--- config.mk ---
export PLATFORM = sky130hd
export DESIGN_NAME = fifo_uart_tx
export DESIGN_NICKNAME = d
export VERILOG_FILES = /design/src/rtl/fifo_uart_tx_pkg.sv /design/src/rtl/fifo_uart_tx_parity.sv /design/src/rtl/fifo_uart_tx.sv
export SDC_FILE = /design/constraint.sdc
export NUM_CORES = 1
export LEC_CHECK = 0
export ABC_CLOCK_PERIOD_IN_PS = 5100
export BUFFER_PORTS_ARGS = -buffer_cell sky130_fd_sc_hd__buf_2
export CORE_MARGIN = 2
export CORE_UTILIZATION = 33
export CTS_BUF_LIST = sky130_fd_sc_hd__clkbuf_8
export DETAILED_ROUTE_END_ITERATION = 10
export GPL_TIMING_DRIVEN = 0
export PLACE_DENSITY = 0.52
export SYNTH_ARGS = -nofsm -noshare
export SYNTH_HDL_FRONTEND = slang
export SYNTH_SLANG_ARGS = --single-unit
--- constraint.sdc ---
create_clock -name i_CLK -period 5.1 [get_ports i_CLK]
set_clock_uncertainty 0.1 [all_clocks]
set_input_delay 1.02 -clock i_CLK [delete_from_list [all_inputs] [get_ports i_CLK]]
set_output_delay 1.02 -clock i_CLK [all_outputs]
set_load 0.02 [all_outputs]
--- src/rtl/fifo_uart_tx_pkg.sv ---
// Shared definitions for the FIFO-fed UART transmitter: FSM state
// encoding and parity-type constants.
package fifo_uart_tx_pkg;

    typedef enum logic [2:0] {
        ST_IDLE   = 3'd0,
        ST_START  = 3'd1,
        ST_DATA   = 3'd2,
        ST_PARITY = 3'd3,
        ST_STOP   = 3'd4
    } tx_state_t;

    localparam logic PAR_EVEN = 1'b0;
    localparam logic PAR_ODD  = 1'b1;

endpackage

--- src/rtl/fifo_uart_tx_parity.sv ---
// Parity generator: XOR-reduction of the data word, inverted for odd parity.
module uart_tx_parity_calc
    import fifo_uart_tx_pkg::*;
#(
    parameter int DATA_WIDTH = 8
) (
    input  logic [DATA_WIDTH-1:0] data,
    input  logic                  typ,
    output logic                  parity
);

    // Even parity is the plain XOR of all bits; odd parity flips it.
    always_comb parity = (^data) ^ (typ == PAR_ODD);

endmodule

--- src/rtl/fifo_uart_tx.sv ---
// UART transmitter that pulls words from a FIFO read port and serializes
// them as start / data (LSB first) / optional parity / stop, one bit per
// baud tick. Back-to-back frames are fetched directly from STOP.
module fifo_uart_tx
    import fifo_uart_tx_pkg::*;
#(
    parameter int DATA_WIDTH = 8
) (
    input  logic                  i_CLK,
    input  logic                  i_RST,
    input  logic                  i_BAUD_TICK,
    input  logic                  i_RD_EMPTY,
    input  logic [DATA_WIDTH-1:0] i_RD_DATA,
    output logic                  o_RD_INC,
    input  logic                  i_PAR_EN,
    input  logic                  i_PAR_TYP,
    output logic                  o_TX,
    output logic                  o_BUSY
);

    localparam int              CW       = (DATA_WIDTH > 1) ? $clog2(DATA_WIDTH) : 1;
    localparam logic [CW-1:0]   LAST_BIT = CW'(DATA_WIDTH - 1);

    tx_state_t             state, state_next;
    logic [DATA_WIDTH-1:0] data_q, data_next;
    logic                  par_en_q, par_en_next;
    logic                  par_typ_q, par_typ_next;
    logic [CW-1:0]         cnt_q, cnt_next;
    logic                  tx_q, tx_next;
    logic                  busy_q, busy_next;
    logic                  parity_bit;
    logic                  fetch;

    uart_tx_parity_calc #(
        .DATA_WIDTH (DATA_WIDTH)
    ) u_parity (
        .data   (data_q),
        .typ    (par_typ_q),
        .parity (parity_bit)
    );

    // Next-state, latch enables and the registered line value derived from
    // the state being entered, so o_TX changes on the same edge as the state.
    always_comb begin
        state_next   = state;
        data_next    = data_q;
        par_en_next  = par_en_q;
        par_typ_next = par_typ_q;
        cnt_next     = cnt_q;
        tx_next      = tx_q;

        fetch = i_BAUD_TICK && !i_RD_EMPTY && !i_RST &&
                ((state == ST_IDLE) || (state == ST_STOP));

        if (i_BAUD_TICK) begin
            case (state)
                ST_IDLE:   if (fetch) state_next = ST_START;
                ST_START: begin
                    state_next = ST_DATA;
                    cnt_next   = '0;
                end
                ST_DATA: begin
                    if (cnt_q == LAST_BIT)
                        state_next = par_en_q ? ST_PARITY : ST_STOP;
                    else
                        cnt_next = cnt_q + 1'b1;
                end
                ST_PARITY: state_next = ST_STOP;
                ST_STOP:   state_next = fetch ? ST_START : ST_IDLE;
                default:   state_next = ST_IDLE;
            endcase
        end

        if (fetch) begin
            data_next    = i_RD_DATA;
            par_en_next  = i_PAR_EN;
            par_typ_next = i_PAR_TYP;
        end

        case (state_next)
            ST_IDLE:   tx_next = 1'b1;
            ST_START:  tx_next = 1'b0;
            ST_DATA:   tx_next = data_q[cnt_next];
            ST_PARITY: tx_next = parity_bit;
            ST_STOP:   tx_next = 1'b1;
            default:   tx_next = 1'b1;
        endcase

        busy_next = (state_next != ST_IDLE);
        o_RD_INC  = fetch;
    end

    // State, latches and registered outputs with synchronous reset.
    always_ff @(posedge i_CLK) begin
        if (i_RST) begin
            state     <= ST_IDLE;
            data_q    <= '0;
            par_en_q  <= 1'b0;
            par_typ_q <= PAR_EVEN;
            cnt_q     <= '0;
            tx_q      <= 1'b1;
            busy_q    <= 1'b0;
        end else begin
            state     <= state_next;
            data_q    <= data_next;
            par_en_q  <= par_en_next;
            par_typ_q <= par_typ_next;
            cnt_q     <= cnt_next;
            tx_q      <= tx_next;
            busy_q    <= busy_next;
        end
    end

    assign o_TX   = tx_q;
    assign o_BUSY = busy_q;

endmodule

# Word level (Yosys, flattened, before mapping)
# Cells that the tools add are included.
[classes] n_eq_ne=8 n_reduce_logical=9 n_lt_le_gt_ge=1 bitwise_logic=1 add_sub_neg=1 mux=12
[ops] op="$mux W3" n=6
[ops] op="$pmux W3 S5" n=1
[ops] op="$eq A3 B2 Y1 const B" n=4
[ops] op="$reduce_xor A8 Y1" n=1
[ops] op="$eq A3 B1 Y1 const B" n=2
[ops] op="$eq A3 B3 Y1 const B" n=2
[ops] op="$pmux W3 S2" n=1
[ops] op="$lt A3 B4 Y1 const B" n=1
[ops] op="$add A3 B1 Y3 const B" n=1
[ops] op="$bmux W1 S3" n=1
[ops] op="$logic_and A1 B1 Y1" n=3
[ops] op="$logic_not A3 Y1" n=1
[ops] op="$pmux W1 S3" n=1
[ops] op="$reduce_bool A3 Y1" n=1
[ops] op="$logic_not A1 Y1" n=2
[ops] op="$mux W1" n=2
[ops] op="$logic_or A1 B1 Y1" n=1
[ops] op="$xor A1 B1 Y1" n=1
[totals] wordCells=39 inputBits=14 out_inout_bits=3 reg_bits=18

# Longest topological paths before layout
[depth] word_depth=9 ltp_mapped=8 mapped_depth_nobuf=7

# Hierarchy
# A second synthesis with hierarchy kept.
[unflattened] hier_cells=117 hier_area_um2=997.2
[modules_own_cells] mod="fifo_uart_tx" n_inst=1 area_per_inst_um2=914.6 cells_per_inst=110 seq_area_each_um2=360.3
[modules_own_cells] mod="uart_tx_parity_calc" n_inst=1 area_per_inst_um2=82.6 cells_per_inst=7 seq_area_each_um2=0.0

# Worst setup path after synthesis
# No wires, ideal clock.
[synth_path] path_kind="input port to output port" startpoint="input port i_RST" endpoint="output port o_RD_INC" arrival_ns=1.862 stages=3 path_buffers=2 path_slack_ns=2.118 t_required_ns=3.980 cell_sequence="clkbuf_1 > nor4_4 > clkbuf_1"
[synth_via] elab_chain_len=3
[synth_rtl] item="from (decl)" line="fifo_uart_tx.sv:10" text="input logic i_RST,"
[synth_rtl] item="$logic_not A1 Y1" line="fifo_uart_tx.sv:52" text="fetch = i_BAUD_TICK && !i_RD_EMPTY && !i_RST &&"
[synth_rtl] item="$logic_and A1 B1 Y1 (2 in a row)" line="fifo_uart_tx.sv:52"
[synth_rtl] item="to (decl)" line="fifo_uart_tx.sv:14" text="output logic o_RD_INC,"
# No other way between the ends.

# Final worst setup path
# Ends and elaborated chain as after synthesis.

==> flow_summary.toml <==
[layout]
nets = 148
area_growth_syn_to_layout_pct = 17.05
nFillCells = 296
antenna_cells = 0
drive_gt1_share_pct = 19.70
regArea_um2 = 360.3
multi_input_area_um2 = 578.1
final_util_pct = 41.35

[sta]
slew_viol_final = 0
clock.fmax_ghz = 0.3013
finalSetupTns_ns = 0
slew_headroom_pct = 70.57
period_share_pct = 65.08
worstMarginPinSlew_ns = 0.4415
grt_setup_unrepaired = "no"
finalSetupViolCount = 0
final-hold-violation-count = 0
final.min_clock_period_ns = 3.319

[grt]
track_usage_pct = 12.98
grt_pass1_wl_um = 3470
grt_pass1_vias = 807
met3_usage_pct = 2.637
grt_max_degree = 11
top_usage_layer = "met2"
overflow = 0
antenna_found_initial = 0
use_met1_pct = 16.37
met2_usage_pct = 21.75

[die]
dieArea_um2 = 3457
io_pins = 17
dieHeight_um = 58.80
num_rows = 19
fp.dieW_um = 58.80
core_area_um2 = 2805
start_util_pct = 35.33

[setup_path]
critPathRequiredTime_ns = 3.98
cpPeakStageDelay_ns = 0.39
endpoint_kind = "output port"
cp_common_cell = "clkbuf_1"
cp_top_family = "buffers and inverters"
critPathKind = "in -> out"
cp_cell_sequence = "clkbuf_1, nor4_4, clkbuf_1, buf_2"
crit_buf_inv = 3
worstPathMaxFanout = 10
crit_slowest_cell = "clkbuf_1"
startpoint_type = "input port"
cp_data_arrival_time_ns = 2.20

[clock_tree]
cts_resized = 0
cts_tree = "done"
clockBufferDepth = 2
clock-root-buffer = "clkbuf_8"
cts_setup_buffers = 0
cts_sinks = 18
clk_latency_ns = 0.25
ctsHoldBuffers = 0
cts_max_level = 1
numCtsBuffers = 3
cts.clk_slew.worst_paths_ns = 0.06

[yosys]
synthTopCellsByArea = "dfxtp_1, nand2b_1, mux2i_1"
synth_edf_count = 0
synth.distinct_cells = 31
synth_top_area_share_pct = 36.36
synth_warnings = 0
syn_inst = 113
seq_area_frac_synth_pct = 36.36
ys.flop_type = "dfxtp_1"
synth_seq_cells = 18
synth.net_count = 128
postSynth.asyncResetShare_pct = 0
syn-cell-area_um2 = 991.0
avgSynthCellArea_um2 = 8.769
synth_top_area_cell = "dfxtp_1"

[placed_design]
portBuffers = 15
dp_hpwl_um = 1464
routabilityCongestion = 0.7586

[power_and_ir_drop]
peakVddDrop_mv = 0.1363
cellLeakagePower_nw = 0.4716
p_per_area_nw_per_um2 = 261.6

[routing]
wirelength_um = 1893
vias = 803
route.detailed.wl_per_inst_um = 11.61
drc = 0
viasPerCell = 4.926
antenna_left = 0
drtPass1Iterations = 4
drtIter0Drc = 31

[min_path]
hold_path_class = "reg -> reg"

[run_status]
status = "complete, no violations"

[run]
maxCapViolations = 0
layer usage:
| layer | wire length, um | share of wire (%) | vias to the layer above |
|---|---|---|---|
| li1 | - | - | 428 |
| met1 | 913 | 48 | 357 |
| met2 | 894 | 47 | 16 |
| met3 | 74 | 3.9 | 2 |
| met4 | 11 | 0.58 | 0 |
| met5 | 0 | 0 | - |
where the power goes:
group | leakage, nW | internal, mW | switching (mW)
combinational | 0.296 | 0.0205 | 0.0197
clock | 0.0288 | 0.0684 | 0.0443
sequential | 0.147 | 0.146 | 0.00433
total | 0.472 | 0.235 | 0.0684
path summary, 6_finish.rpt:
check	slack [ns]	to	cells after the start	start
max	1.78	o_RD_INC	4	i_RST
min	0.40	par_en_q	2	par_en_q
max reg2reg	3.18	o_TX	8	cnt_q[0]
min reg2reg	0.40	par_en_q	2	par_en_q
registers in the layout (all words and copies together) (netlist names):
| register | count |
|---|---|
| data_q | 8 |
| cnt_q | 3 |
| state | 3 |
| par_en_q | 1 |
| o_TX | 1 |
| par_typ_q | 1 |
| o_BUSY | 1 |
cell usage in the layout, fill, tap and decap left out, drive strengths merged, types with 3 or more instances in the layout:
master / Yosys / routed
nand2: 12 / 12
buf: 3 / 18
dfxtp: 18 / 18
mux2i: 7 / 7
nand2b: 13 / 13
o21ai: 14 / 14
clkbuf: 4 / 8
a21oi: 3 / 3
nor2: 9 / 9
xnor2: 6 / 6
synth_stat cells (4+ instances only):
library cell / n
clkbuf_1: 4
dfxtp_1: 18
mux2i_1: 7
nand2_1: 12
nand2b_1: 12
nor2_1: 9
o21ai_0: 13
xnor2_1: 6
cell families after synthesis:
| logic type | synth area share (%) |
|---|---|
| xor+xnor | 7.071 |
| flops | 36.36 |
| fa+ha+maj | 1.262 |
| mux | 8.207 |
| buf+inv | 5.303 |
| compound gates | 16.79 |
| simple gates | 25.00 |
layout make-up:
class | instances | share of cell area, %
plain buffers | 7 | 3.884
inverters | 2 | 0.6473
clock buffers | 4 | 4.747
repair buffers | 15 | 6.473
well taps | 31 | 3.344
multi-input cells | 86 | 49.84
flip-flops and latches | 18 | 31.07
through the flow:
step	setup WS, ns	instance area (um^2)	hold WS (ns)	std cells	total power [mW]
final	1.781	1160	0.3975	163	0.3034
after global routing	1.620	1160	0.4427	163	0.3209
after CTS	1.762	1160	0.4049	163	0.3088
after detailed placement	1.766	1105	0.3914	159	0.1940
after global placement	1.786	1105	0.3860	159	0.1931
after floorplan	2.118	991.0	0.3621	113	0.1822
worst min-delay path: stages (launching register included):
cell and delay (ns):
dfxtp_1 0.32, nand2b_1 0.07, o21ai_0 0.06
Note: power is estimated with default switching activity, not from simulation.
